===== config.mk =====
export PLATFORM = sky130hd
export DESIGN_NAME = dt_ridge_extract
export DESIGN_NICKNAME = d
export VERILOG_FILES = /design/src/rtl/dt_ridge_extract.sv
export SDC_FILE = /design/constraint.sdc
export NUM_CORES = 1
export LEC_CHECK = 0
export ABC_CLOCK_PERIOD_IN_PS = 5500
export CELL_PAD_IN_SITES_DETAIL_PLACEMENT = 1
export CELL_PAD_IN_SITES_GLOBAL_PLACEMENT = 2
export CORE_ASPECT_RATIO = 0.7
export CORE_MARGIN = 2
export CORE_UTILIZATION = 35
export CTS_BUF_LIST = sky130_fd_sc_hd__clkbuf_16
export CTS_CLUSTER_SIZE = 30
export DETAILED_ROUTE_END_ITERATION = 16
export GPL_ROUTABILITY_DRIVEN = 0
export PLACE_DENSITY_LB_ADDON = 0.1
export SETUP_SLACK_MARGIN = 0.4
export SLEW_MARGIN = 25
export SYNTH_ARGS = -nofsm -noshare
export SYNTH_HDL_FRONTEND = slang
export SYNTH_SLANG_ARGS = --single-unit

===== constraint.sdc =====
create_clock -name clk -period 5.5 [get_ports clk]
set_clock_uncertainty 0.15 [all_clocks]
set_input_delay 1.1 -clock clk [delete_from_list [all_inputs] [get_ports clk]]
set_output_delay 1.1 -clock clk [all_outputs]
set_load 0.02 [all_outputs]

===== src/rtl/dt_ridge_extract.sv =====
// dt_ridge_extract
// Scans a completed 128x128 distance map in raster order and marks ridge
// pixels: nonzero interior pixels whose value is >= each of their four
// neighbours. The result is written as a packed 1-bit skeleton image, one
// 16-pixel word per write, with the leftmost pixel in the MSB. The block also
// reports the largest interior distance value and the number of ridge pixels.
//
// Ports
//   clk        system clock, rising edge
//   reset      synchronous active-low reset
//   start      one-cycle pulse, accepted in IDLE or DONE
//   done       high from scan completion until the next accepted start/reset
//   res_rd     result RAM read enable
//   res_addr   result RAM address {row, col}
//   res_di     result RAM data, valid the cycle after res_rd
//   sk_wr      skeleton RAM write strobe
//   sk_addr    skeleton word address {row, col[6:4]}
//   sk_do      skeleton word, pixel col c at bit 15-c[3:0]
//   max_dist   maximum interior centre value
//   ridge_cnt  ridge pixel count
//
// State table
//   state    | meaning
//   S_IDLE   | waiting for start after reset
//   S_CENTER | border pixel: accumulate a 0; interior: centre read on the bus
//   S_CWAIT  | centre value returns; latch it, skip neighbours if zero
//   S_NBR    | neighbour reads N, W, E, S, comparing each one a cycle later
//   S_EVAL   | last (S) compare, decide ridge, accumulate the bit
//   S_WRITE  | completed 16-pixel word on the skeleton bus, advance pixel
//   S_DONE   | scan complete, results held
module dt_ridge_extract #(
    parameter int IMG_W = 128,
    parameter int DW    = 8
) (
    input  logic          clk,
    input  logic          reset,
    input  logic          start,
    output logic          done,
    output logic          res_rd,
    output logic [13:0]   res_addr,
    input  logic [DW-1:0] res_di,
    output logic          sk_wr,
    output logic [9:0]    sk_addr,
    output logic [15:0]   sk_do,
    output logic [DW-1:0] max_dist,
    output logic [13:0]   ridge_cnt
);

    localparam logic [6:0] LAST = 7'(IMG_W - 1);

    typedef enum logic [2:0] {
        S_IDLE,
        S_CENTER,
        S_CWAIT,
        S_NBR,
        S_EVAL,
        S_WRITE,
        S_DONE
    } state_t;

    state_t        state_q, state_d;
    logic [6:0]    row_q, row_d;
    logic [6:0]    col_q, col_d;
    logic [1:0]    nbr_q, nbr_d;
    logic [DW-1:0] ctr_q, ctr_d;
    logic          ge_q, ge_d;
    logic [15:0]   acc_q, acc_d;
    logic [DW-1:0] max_q, max_d;
    logic [13:0]   cnt_q, cnt_d;
    logic          res_rd_q, res_rd_d;
    logic [13:0]   res_addr_q, res_addr_d;
    logic          sk_wr_q, sk_wr_d;
    logic [9:0]    sk_addr_q, sk_addr_d;
    logic [15:0]   sk_do_q, sk_do_d;
    logic          done_q, done_d;

    logic          bit_en;
    logic          bit_val;

    function automatic logic is_border(input logic [6:0] r, input logic [6:0] c);
        return (r == 7'd0) || (r == LAST) || (c == 7'd0) || (c == LAST);
    endfunction

    always_comb begin
        state_d = state_q;
        row_d   = row_q;
        col_d   = col_q;
        nbr_d   = nbr_q;
        ctr_d   = ctr_q;
        ge_d    = ge_q;
        acc_d   = acc_q;
        max_d   = max_q;
        cnt_d   = cnt_q;
        bit_en  = 1'b0;
        bit_val = 1'b0;

        case (state_q)
            S_IDLE, S_DONE: begin
                if (start) begin
                    state_d = S_CENTER;
                    row_d   = 7'd0;
                    col_d   = 7'd0;
                    max_d   = '0;
                    cnt_d   = '0;
                    acc_d   = '0;
                end
            end
            S_CENTER: begin
                if (is_border(row_q, col_q)) begin
                    bit_en = 1'b1;
                end else begin
                    state_d = S_CWAIT;
                end
            end
            S_CWAIT: begin
                ctr_d = res_di;
                if (res_di > max_q) begin
                    max_d = res_di;
                end
                if (res_di == '0) begin
                    bit_en = 1'b1;
                end else begin
                    state_d = S_NBR;
                    nbr_d   = 2'd0;
                    ge_d    = 1'b1;
                end
            end
            S_NBR: begin
                // nbr_q=0 only issues N; later cycles compare the previous read
                if (nbr_q != 2'd0) begin
                    ge_d = ge_q & (ctr_q >= res_di);
                end
                nbr_d = nbr_q + 2'd1;
                if (nbr_q == 2'd3) begin
                    state_d = S_EVAL;
                end
            end
            S_EVAL: begin
                bit_en  = 1'b1;
                bit_val = ge_q & (ctr_q >= res_di);
                if (bit_val) begin
                    cnt_d = cnt_q + 14'd1;
                end
            end
            S_WRITE: begin
                acc_d = '0;
                col_d = col_q + 7'd1;
                if (col_q == LAST) begin
                    row_d = row_q + 7'd1;
                end
                if ((col_q == LAST) && (row_q == LAST)) begin
                    state_d = S_DONE;
                end else begin
                    state_d = S_CENTER;
                end
            end
            default: state_d = S_IDLE;
        endcase

        // Last pixel of a word waits in S_WRITE; the column advances there.
        if (bit_en) begin
            acc_d[4'hF - col_q[3:0]] = bit_val;
            if (col_q[3:0] == 4'hF) begin
                state_d = S_WRITE;
            end else begin
                col_d   = col_q + 7'd1;
                state_d = S_CENTER;
            end
        end
    end

    // Bus outputs are registered, so they are derived from the next state.
    always_comb begin
        res_rd_d   = 1'b0;
        res_addr_d = res_addr_q;
        sk_wr_d    = 1'b0;
        sk_addr_d  = sk_addr_q;
        sk_do_d    = sk_do_q;
        done_d     = (state_d == S_DONE);

        if ((state_d == S_CENTER) && !is_border(row_d, col_d)) begin
            res_rd_d   = 1'b1;
            res_addr_d = {row_d, col_d};
        end else if (state_d == S_NBR) begin
            res_rd_d = 1'b1;
            case (nbr_d)
                2'd0:    res_addr_d = {row_q - 7'd1, col_q};
                2'd1:    res_addr_d = {row_q, col_q - 7'd1};
                2'd2:    res_addr_d = {row_q, col_q + 7'd1};
                default: res_addr_d = {row_q + 7'd1, col_q};
            endcase
        end

        if ((state_d == S_WRITE) && (state_q != S_WRITE)) begin
            sk_wr_d   = 1'b1;
            sk_addr_d = {row_q, col_q[6:4]};
            sk_do_d   = acc_d;
        end
    end

    always_ff @(posedge clk) begin
        if (!reset) begin
            state_q    <= S_IDLE;
            row_q      <= '0;
            col_q      <= '0;
            nbr_q      <= '0;
            ctr_q      <= '0;
            ge_q       <= 1'b0;
            acc_q      <= '0;
            max_q      <= '0;
            cnt_q      <= '0;
            res_rd_q   <= 1'b0;
            res_addr_q <= '0;
            sk_wr_q    <= 1'b0;
            sk_addr_q  <= '0;
            sk_do_q    <= '0;
            done_q     <= 1'b0;
        end else begin
            state_q    <= state_d;
            row_q      <= row_d;
            col_q      <= col_d;
            nbr_q      <= nbr_d;
            ctr_q      <= ctr_d;
            ge_q       <= ge_d;
            acc_q      <= acc_d;
            max_q      <= max_d;
            cnt_q      <= cnt_d;
            res_rd_q   <= res_rd_d;
            res_addr_q <= res_addr_d;
            sk_wr_q    <= sk_wr_d;
            sk_addr_q  <= sk_addr_d;
            sk_do_q    <= sk_do_d;
            done_q     <= done_d;
        end
    end

    assign done      = done_q;
    assign res_rd    = res_rd_q;
    assign res_addr  = res_addr_q;
    assign sk_wr     = sk_wr_q;
    assign sk_addr   = sk_addr_q;
    assign sk_do     = sk_do_q;
    assign max_dist  = max_q;
    assign ridge_cnt = cnt_q;

endmodule


Word-level counts from Yosys, hierarchy flattened --
Index checks and enable logic that the tools add are counted.
Cells by class: multiplexer cells 42, div/mod/pow operators 0, multiply operators 0, magnitude comparators 4, equality and inequality tests 24, bitwise gates (word level) 1, shift-type cells 0, reductions and logical operators 27, add/sub/neg operators 7
Operators with widths (count):
- $mux 14 | 4
- $pmux 14 s3 | 1
- $mux 7 | 5
- $mux 16 | 2
- $pmux 16 s2 | 1
- $eq 7x7->1 const B | 4
- $logic_not 7->1 | 4
- $pmux 14 s2 | 1
- $pmux 7 s2 | 2
- $mux 3 | 7
- $pmux 3 s6 | 1
- $bwmux 16 | 1
- $mux 8 | 2
- $pmux 8 s2 | 1
- $eq 3x3->1 const B | 5
- $add 14x1->14 const B | 1
- $add 7x1->7 const B | 2
- $sub 7x1->7 const B | 2
- $ne 2x2->1 const B | 5
- $reduce_bool 2->1 | 5
- $eq 3x2->1 const B | 3
- $mux 1 | 9
- $reduce_and 3->1 | 3
- $ge 8x8->1 | 1
- 23 further kinds | 33
Word-level totals: latch bits 0, register bits after elaboration 109, output and inout port bits 65, memories 0, logic and storage cells 120, bits of input ports 11, RAM bits 0, memory bits (read-only) 0

Logic depth before layout (Yosys ltp) --
Gate-level depths: netlist (run 1).
depth in word-level cells 13, depth in mapped cells 13, mapped depth without buffers 11

Least setup slack after synthesis (run 1) --
No wires, ideal clock.
path kind input to register, from in res_di[0], to reg acc_q[8], required time 5.222 ns, slack 1.598 ns, stages 12, setup time 0.128 ns, arrival 3.624 ns, path buffers 2, cells stage by stage ha_1 > nand2b_1 > a21o_1 > a21o_1 > a21o_1 > a21o_1 > a2111oi_1 > or3_1 > clkbuf_1 > buf_2 > mux2_2 > nor2_1
Between the ends: longest elaborated chain between the ends 5, elaborated cells between the ends (all ways) 8, classes of those cells 1 x order compare; 5 x mux; 1 x bitwise; 1 x reduce/logical
RTL lines:
- start: declaration | RTL line 41 | input logic [DW-1:0] res_di,
- $ge 8x8->1 | RTL line 140 | bit_val = ge_q & (ctr_q >= res_di);
- $and 1x1->1 | RTL line 140
- $mux 1 | RTL line 97 | case (state_q)
- $bwmux 16 | RTL line 162 | acc_d[4'hF - col_q[3:0]] = bit_val;
- $mux 16 * | RTL line 161 | if (bit_en) begin
- end signal: assignment | RTL line 209 | acc_q <= '0;
- end signal: assignment | RTL line 225 | acc_q <= acc_d;
- end: declaration | RTL line 67 | logic [15:0] acc_q, acc_d;
Every way passes the cells marked *; elsewhere a longest branch is shown, timed or not. A chain may end at the register's enable or synchronous reset.

Final worst setup path (run 1) --
from in res_di[7], to reg res_addr_q[1], in the netlist res_addr[1]
Between the ends: longest elaborated chain between the ends 10, elaborated cells between the ends (all ways) 24, classes of those cells 5 x eq/ne; 11 x mux; 8 x reduce/logical
RTL lines:
- $logic_not 8->1 * | RTL line 120 | if (res_di == '0) begin
- $mux 1 | RTL line 120
- $pmux 1 s3 | RTL line 97
- $mux 7 | RTL line 161
- $logic_not 7->1 | RTL line 81 | return (r == 7'd0) || (r == LAST) || (c == 7'd0) || (c == LAST);
- $logic_or 1x1->1 (2 in series) | RTL line 81
- $logic_not 1->1 | RTL line 181 | if ((state_d == S_CENTER) && !is_border(row_d, col_d)) begin
- $logic_and 1x1->1 | RTL line 181
- $mux 14 / $reduce_bool 2->1 (equally long branches)
- end signal: assignment | RTL line 229 | res_addr_q <= res_addr_d;
- end: declaration | RTL line 71 | logic [13:0] res_addr_q, res_addr_d;
Every way passes the cells marked *; elsewhere a longest branch is shown, timed or not. The select of a mux whose other input is x is not followed.

==> flow_summary.json, run 1 <==
{
  "required_ns": 5.63,
  "pre_cts_ws_ns": 0.845,
  "timing.rr.start": "row_q[0]",
  "hold_class": "reg2reg",
  "antenna_cells": 0,
  "nets": 832,
  "synth_edf_count": 0,
  "place_inst": 1010,
  "slew_viol_final": 0,
  "p_switching_uw": 977,
  "ys_seq_area_share_pct": 36.3,
  "dp_hpwl_um": 14000,
  "synth.largest_area_cell": "dfxtp_1",
  "cts_max_path_buffers": 2,
  "viasPerCell": 5.56,
  "setup_violations": 0,
  "path_max_fanout": 6,
  "setup_slack_ns": 1.24,
  "clkSinkCount": 108,
  "utilization_pct": 43.4,
  "coreArea_sq_mm": 0.0165,
  "ys_warn_count": 0,
  "post-cts-setup-buffers": 0,
  "post_drt_wl_per_cell_um": 18.6,
  "final.setup.tns_ns": 0,
  "die_w_um": 160,
  "cts_hold_buf": 0,
  "comb_power_share_pct": 35.6,
  "place_area_sq_mm": 0.00686,
  "p_leak_uw": 0.00261,
  "tightestPinTransition_ns": 0.987,
  "synth_area_sq_mm": 0.00595,
  "vias": 5703,
  "final_cell_mix": "108 x dfxtp_1, 99 x nand2_1, 77 x a21oi_1",
  "swShare_pct": 39.8,
  "grt_max_degree": 39,
  "async_flop_share_pct": 0,
  "fillCellCount": 2023,
  "grt_pass1_vias": 5787,
  "clk_pin_slew_worst_paths_ns": 0.08,
  "antenna_found_initial": 0,
  "syn_inst": 752,
  "start_kind": "primary input",
  "r2r_setup_slack_ns": 1.32,
  "rows": 39,
  "worstRegToRegCells": 10,
  "cts_resized": 0,
  "arrival_ns": 4.39,
  "worstReg2RegEnd": "res_addr[1]",
  "fin_cells": 1026,
  "seq_power_share_pct": 36.8,
  "final_layout_size_suffix_gt1_share_pct": 8.49,
  "dieArea_sq_mm": 0.0181,
  "overflow": 0,
  "fmax_mhz": 235,
  "ys_top_cells_by_area": "dfxtp_1 36%, a21oi_1 6.6%, nand2_1 6.2%, ha_1 5.3%, nor2_1 4.0%",
  "dr.pass1.iters": 5,
  "syn-mean-instance-area_sq_um": 7.91,
  "p_per_area_mw_per_mm2": 343,
  "drtAntennaViolNets": 0,
  "synth_top_cell_area_share_pct": 36.3,
  "hold_violations": 0,
  "rsz0062_at_grt": "no",
  "wl_um": 19100,
  "yosysUniqueCellTypes": 73,
  "port_buffers": 75,
  "die_h_um": 113,
  "ir_drop_v": 0.000169,
  "cts-root-buf": "clkbuf_16",
  "start_util_pct": 36.1,
  "cp-end-kind": "register",
  "grt_pass1_wl_um": 31200,
  "layout_commonest_cell": "dfxtp_1",
  "syn2layout_area_growth_pct": 20.4,
  "slew_headroom_pct": 32.3,
  "multi_input_area_sq_mm": 0.00345,
  "ys_ff_latch": 108,
  "worstSetupPathType": "in2reg",
  "crit_path_end": "res_addr[1]",
  "register_area_sq_mm": 0.00216,
  "crit_path_start": "res_di[7]",
  "cts_tree": "yes",
  "maxCapViolCount": 0,
  "clock_latency_ns": 0.37,
  "drc": 0,
  "p_clk_share_pct": 27.6,
  "synthesis.nets": 788,
  "drt_iter0_markers": 394,
  "ys.flop_type": "dfxtp_1",
  "p_int_uw": 1480,
  "grtUsageTotal_pct": 21.7,
  "cts_buffers": 9,
  "io-pin-count": 76,
  "period_share_pct": 77.5,
  "outcome": "finished clean",
  "htreeDepth": 3,
  "stdcell_area_sq_mm": 0.00716,
  "min_period_ns": 4.26
}
-- worst max-delay path, stage by stage --
cell             delay, ns
clkdlybuf4s50_1       0.48
nor4_1                0.43
buf_4                 0.20
a31o_2                0.19
o21ai_2               0.12
a32oi_1               0.41
or4b_4                0.54
mux2i_2               0.34
nor2_1                0.26
a211oi_1              0.30
-- cell usage after synthesis, types with 3 or more instances --
master and n:
or3_1 9, buf_1 3, nor3_1 24, nand2b_1 3
inv_1 25, xnor2_1 12, nand2_1 99, and3_1 9
dfxtp_1 108, o22ai_1 3, a41oi_1 4, a2111o_1 7
o21ai_0 35, a31oi_1 18, a221oi_2 7, nand4_1 11
o31ai_1 3, buf_2 11, nand3_1 27, nor4_1 6
o2111ai_1 7, a21o_1 9, a21oi_1 79, mux2i_1 6
a211oi_1 11, mux2_2 3, clkbuf_1 38, buf_4 5
or2_2 9, ha_1 25, nor2_1 64, nor2b_1 6
and2_1 18, xor2_1 4
-- through the flow --
step / hold WS, ns / total power [uW]
2_1_floorplan: 0.286 / 1530
3_3_place_gp: 0.293 / 1760
3_5_place_dp: 0.301 / 1780
4_1_cts: 0.312 / 2470
5_1_grt: 0.334 / 2600
6_report: 0.310 / 2450
-- final cells by class --
cell class | count | share of cell area (%)
clock buffer | 9 | 3.14
inverter | 27 | 1.42
sequential | 108 | 30.2
multi-input combinational | 559 | 48.1
timing repair buffer | 91 | 12.2
tap | 225 | 3.93
clock inverter | 7 | 1.03
-- power by group through the flow --
| stage | Combinational, uW | Clock [uW] | Sequential [uW] |
|---|---|---|---|
| 6_report | 874 | 677 | 904 |
| 2_1_floorplan | 596 | 0 | 929 |
| 4_1_cts | 868 | 701 | 903 |
| 3_5_place_dp | 863 | 0 | 921 |
| 3_3_place_gp | 846 | 0 | 917 |
| 5_1_grt | 958 | 732 | 913 |
-- sequential cells by signal, summed over array words and instances (netlist names), 2 cells and up --
signal / cells
ridge_cnt: 14
row_q: 7
nbr_q: 2
state_q: 3
acc_q: 15
col_q: 7
res_addr: 14
sk_do: 16
ctr_q: 8
sk_addr: 10
max_dist: 8
-- routing by layer --
layer	wire (um)	up-vias	global-route usage, %
li1	-	2779	-
met1	9680	2794	30.8
met2	8240	118	34.3
met3	1010	12	4.22
met4	186	0	4.56
met5	0	-	0
-- worst min path at each step --
stage,start,endpoint,slack (ns),cells past startpoint
global route,sk_addr[4],sk_addr[4],0.33,2
CTS,sk_do[0],sk_do[0],0.31,2
global placement,sk_do[0],sk_do[0],0.29,2
detailed placement,sk_do[0],sk_do[0],0.30,2
floorplan,ctr_q[0],ctr_q[0],0.29,2
finish,sk_do[0],sk_do[0],0.31,2
-- kinds of logic after synthesis --
logic type	after synthesis	share of synthesized area (%)
simple gates	299	24.6
mux	10	1.81
fa+ha+maj	25	5.26
flops	108	36.3
compound gates	209	23.6
xor+xnor	16	2.36
buf+inv	85	6.04
(Power assumes the default switching activity.)
==> run 2, diff against run 1 <==
--- a/config.mk
+++ b/config.mk
@@ -5,12 +5,12 @@
 export SDC_FILE = /design/constraint.sdc
 export NUM_CORES = 1
 export LEC_CHECK = 0
-export ABC_CLOCK_PERIOD_IN_PS = 5500
+export ABC_CLOCK_PERIOD_IN_PS = 3830
 export CELL_PAD_IN_SITES_DETAIL_PLACEMENT = 1
 export CELL_PAD_IN_SITES_GLOBAL_PLACEMENT = 2
 export CORE_ASPECT_RATIO = 0.7
 export CORE_MARGIN = 2
-export CORE_UTILIZATION = 35
+export CORE_UTILIZATION = 30
 export CTS_BUF_LIST = sky130_fd_sc_hd__clkbuf_16
 export CTS_CLUSTER_SIZE = 30
 export DETAILED_ROUTE_END_ITERATION = 16
==> constraint.sdc (replaced) <==
create_clock -name clk -period 3.83 [get_ports clk]
set_clock_uncertainty 0.15 [all_clocks]
set_input_delay 0.766 -clock clk [delete_from_list [all_inputs] [get_ports clk]]
set_output_delay 0.766 -clock clk [all_outputs]
set_load 0.02 [all_outputs]
==> run 2 against run 1 <==
Net effect:
- via count grew 5.4%
- hold slack worse by 0.0027 ns
- sequential cell count is the same
- clock power up 42%
- critical endpoint is now res_addr[2]
- register-to-register slack got worse by 0.86 ns
- sequential power is 44% higher
- first-iteration DRC count down 21%
- count of clock-buffer cells in the layout unchanged
==> flow_summary.json, run 2 (synthesis results as in run 1) <==
{
  "grt.met3_usage_pct": 3.28,
  "arrival_ns": 3.47,
  "port_buffers": 75,
  "maxCapViolCount": 0,
  "cts-root-buf": "clkbuf_16",
  "hold_violations": 0,
  "grt_pass1_vias": 5970,
  "tightestPinTransition_ns": 0.718,
  "seq_power_share_pct": 33.7,
  "min_period_ns": 3.37,
  "cp-end-kind": "register",
  "required_ns": 3.92,
  "whs_path_depth": 2,
  "dieArea_sq_mm": 0.0210,
  "final_layout_size_suffix_gt1_share_pct": 18.9,
  "die_w_um": 172,
  "worstReg2RegEnd": "res_addr[2]",
  "cts_buffers": 9,
  "grt_max_degree": 30,
  "p_leak_uw": 0.00305,
  "cts_hold_buf": 0,
  "dr.pass1.iters": 4,
  "stdcell_area_sq_mm": 0.00800,
  "viasPerCell": 5.26,
  "grt_pass1_wl_um": 32600,
  "start_util_pct": 30.3,
  "htreeDepth": 3,
  "worstSetupPathType": "reg2reg",
  "syn2layout_area_growth_pct": 34.5,
  "p_clk_share_pct": 25.0,
  "overflow": 0,
  "setup_violations": 0,
  "drt_iter0_markers": 312,
  "outcome": "finished clean",
  "slew_headroom_pct": 52.0,
  "grtUsageTotal_pct": 19.9,
  "timing.rr.start": "col_q[1]",
  "fin_cells": 1143,
  "ir_drop_v": 0.000202,
  "start_kind": "register",
  "final_cell_mix": "99 x nand2_1, 98 x dfxtp_1, 79 x buf_4",
  "rsz0062_at_grt": "yes",
  "worstRegToRegCells": 11,
  "cts_tree": "yes",
  "vias": 6013,
  "antenna_cells": 0,
  "comb_power_share_pct": 41.3,
  "clk_pin_slew_worst_paths_ns": 0.08,
  "clkSinkCount": 108,
  "use_met1_pct": 29.3,
  "min_to": "sk_addr[6]",
  "wl_um": 20800,
  "io-pin-count": 76,
  "r2r_setup_slack_ns": 0.46,
  "die_h_um": 122,
  "coreArea_sq_mm": 0.0196,
  "swShare_pct": 39.2,
  "slew_viol_final": 0,
  "cts_max_path_buffers": 2,
  "drc": 0,
  "nets": 904,
  "antenna_found_initial": 0,
  "layout_commonest_cell": "nand2_1",
  "hp-start": "sk_addr[6]",
  "grt-busiest-layer": "met2",
  "grt_use_met2_pct": 31.0,
  "fmax_mhz": 296,
  "dp_hpwl_um": 15300,
  "final.setup.tns_ns": 0,
  "drtAntennaViolNets": 0,
  "p_switching_uw": 1510,
  "post_drt_wl_per_cell_um": 18.2,
  "largest_reg_flops": 16,
  "p_int_uw": 2340,
  "place_inst": 1119,
  "clock_latency_ns": 0.36,
  "path_max_fanout": 11,
  "holdWs_ns": 0.308,
  "p_per_area_mw_per_mm2": 481,
  "period_share_pct": 88.1,
  "rows": 43,
  "hold_class": "reg2reg",
  "place_area_sq_mm": 0.00743
}
==> run 2: critical path, cell delays in order, from the launching register on <==
cell,delay (ns)
dfxtp_4,0.40
ha_1,0.17
buf_4,0.18
and3_1,0.29
nand2_1,0.12
o41ai_1,0.58
nand3_1,0.15
or4_1,0.48
and3_1,0.23
buf_12,0.16
a221oi_4,0.26
a211oi_2,0.08
==> run 2: cell type report <==
class,instances,area [sq um]
clock buffer,9,225
clock inverter,7,73.8
fill,2333,11600
inverter,27,101
multi-input combinational,560,3620
sequential,108,2180
tap,270,338
timing repair buffer,162,1460
==> run 2: per-stage QoR <==
stage	setup WS (ns)	total power, uW	util, %
floorplan	0.411	2190	-
global placement	-0.238	2710	37.8
detailed placement	-0.398	2760	37.8
CTS	0.403	3790	39.8
global route	0.289	4070	40.7
finish	0.457	3850	40.7
==> run 2: metal layers <==
metal  vias to the layer above  part of all wire (%)
met5                         -                     0
met4                         0                  0.59
met3                        11                   4.0
met2                       118                    45
met1                      2951                    50
li1                       2933                     -
==> run 2: repair_timing <==
item                       CTS  global route
gates resized for setup     17            36
setup endpoints to repair   45            33
pin swaps                    4            16
setup buffers                0             6
gates cloned                 1             1
==> run 2: worst max-delay path by stage <==
stage	depth (start not counted)	endpoint	slack, ns	startpoint
after global routing	11	res_addr[2]	0.29	col_q[1]
final	11	res_addr[2]	0.46	col_q[1]
after floorplan	12	res_addr[12]	0.41	row_q[0]
after global placement	10	res_addr[1]	-0.24	res_di[0]
after CTS	10	res_addr[13]	0.40	res_di[6]
after detailed placement	10	res_addr[1]	-0.40	res_di[0]
==> run 2: power by group through the flow <==
stage / logic [uW] / clock network [uW] / registers, uW
2_1_floorplan: 860 / 0 / 1330
3_3_place_gp: 1400 / 0 / 1310
3_5_place_dp: 1440 / 0 / 1320
4_1_cts: 1500 / 994 / 1300
5_1_grt: 1720 / 1040 / 1310
6_report: 1590 / 961 / 1300
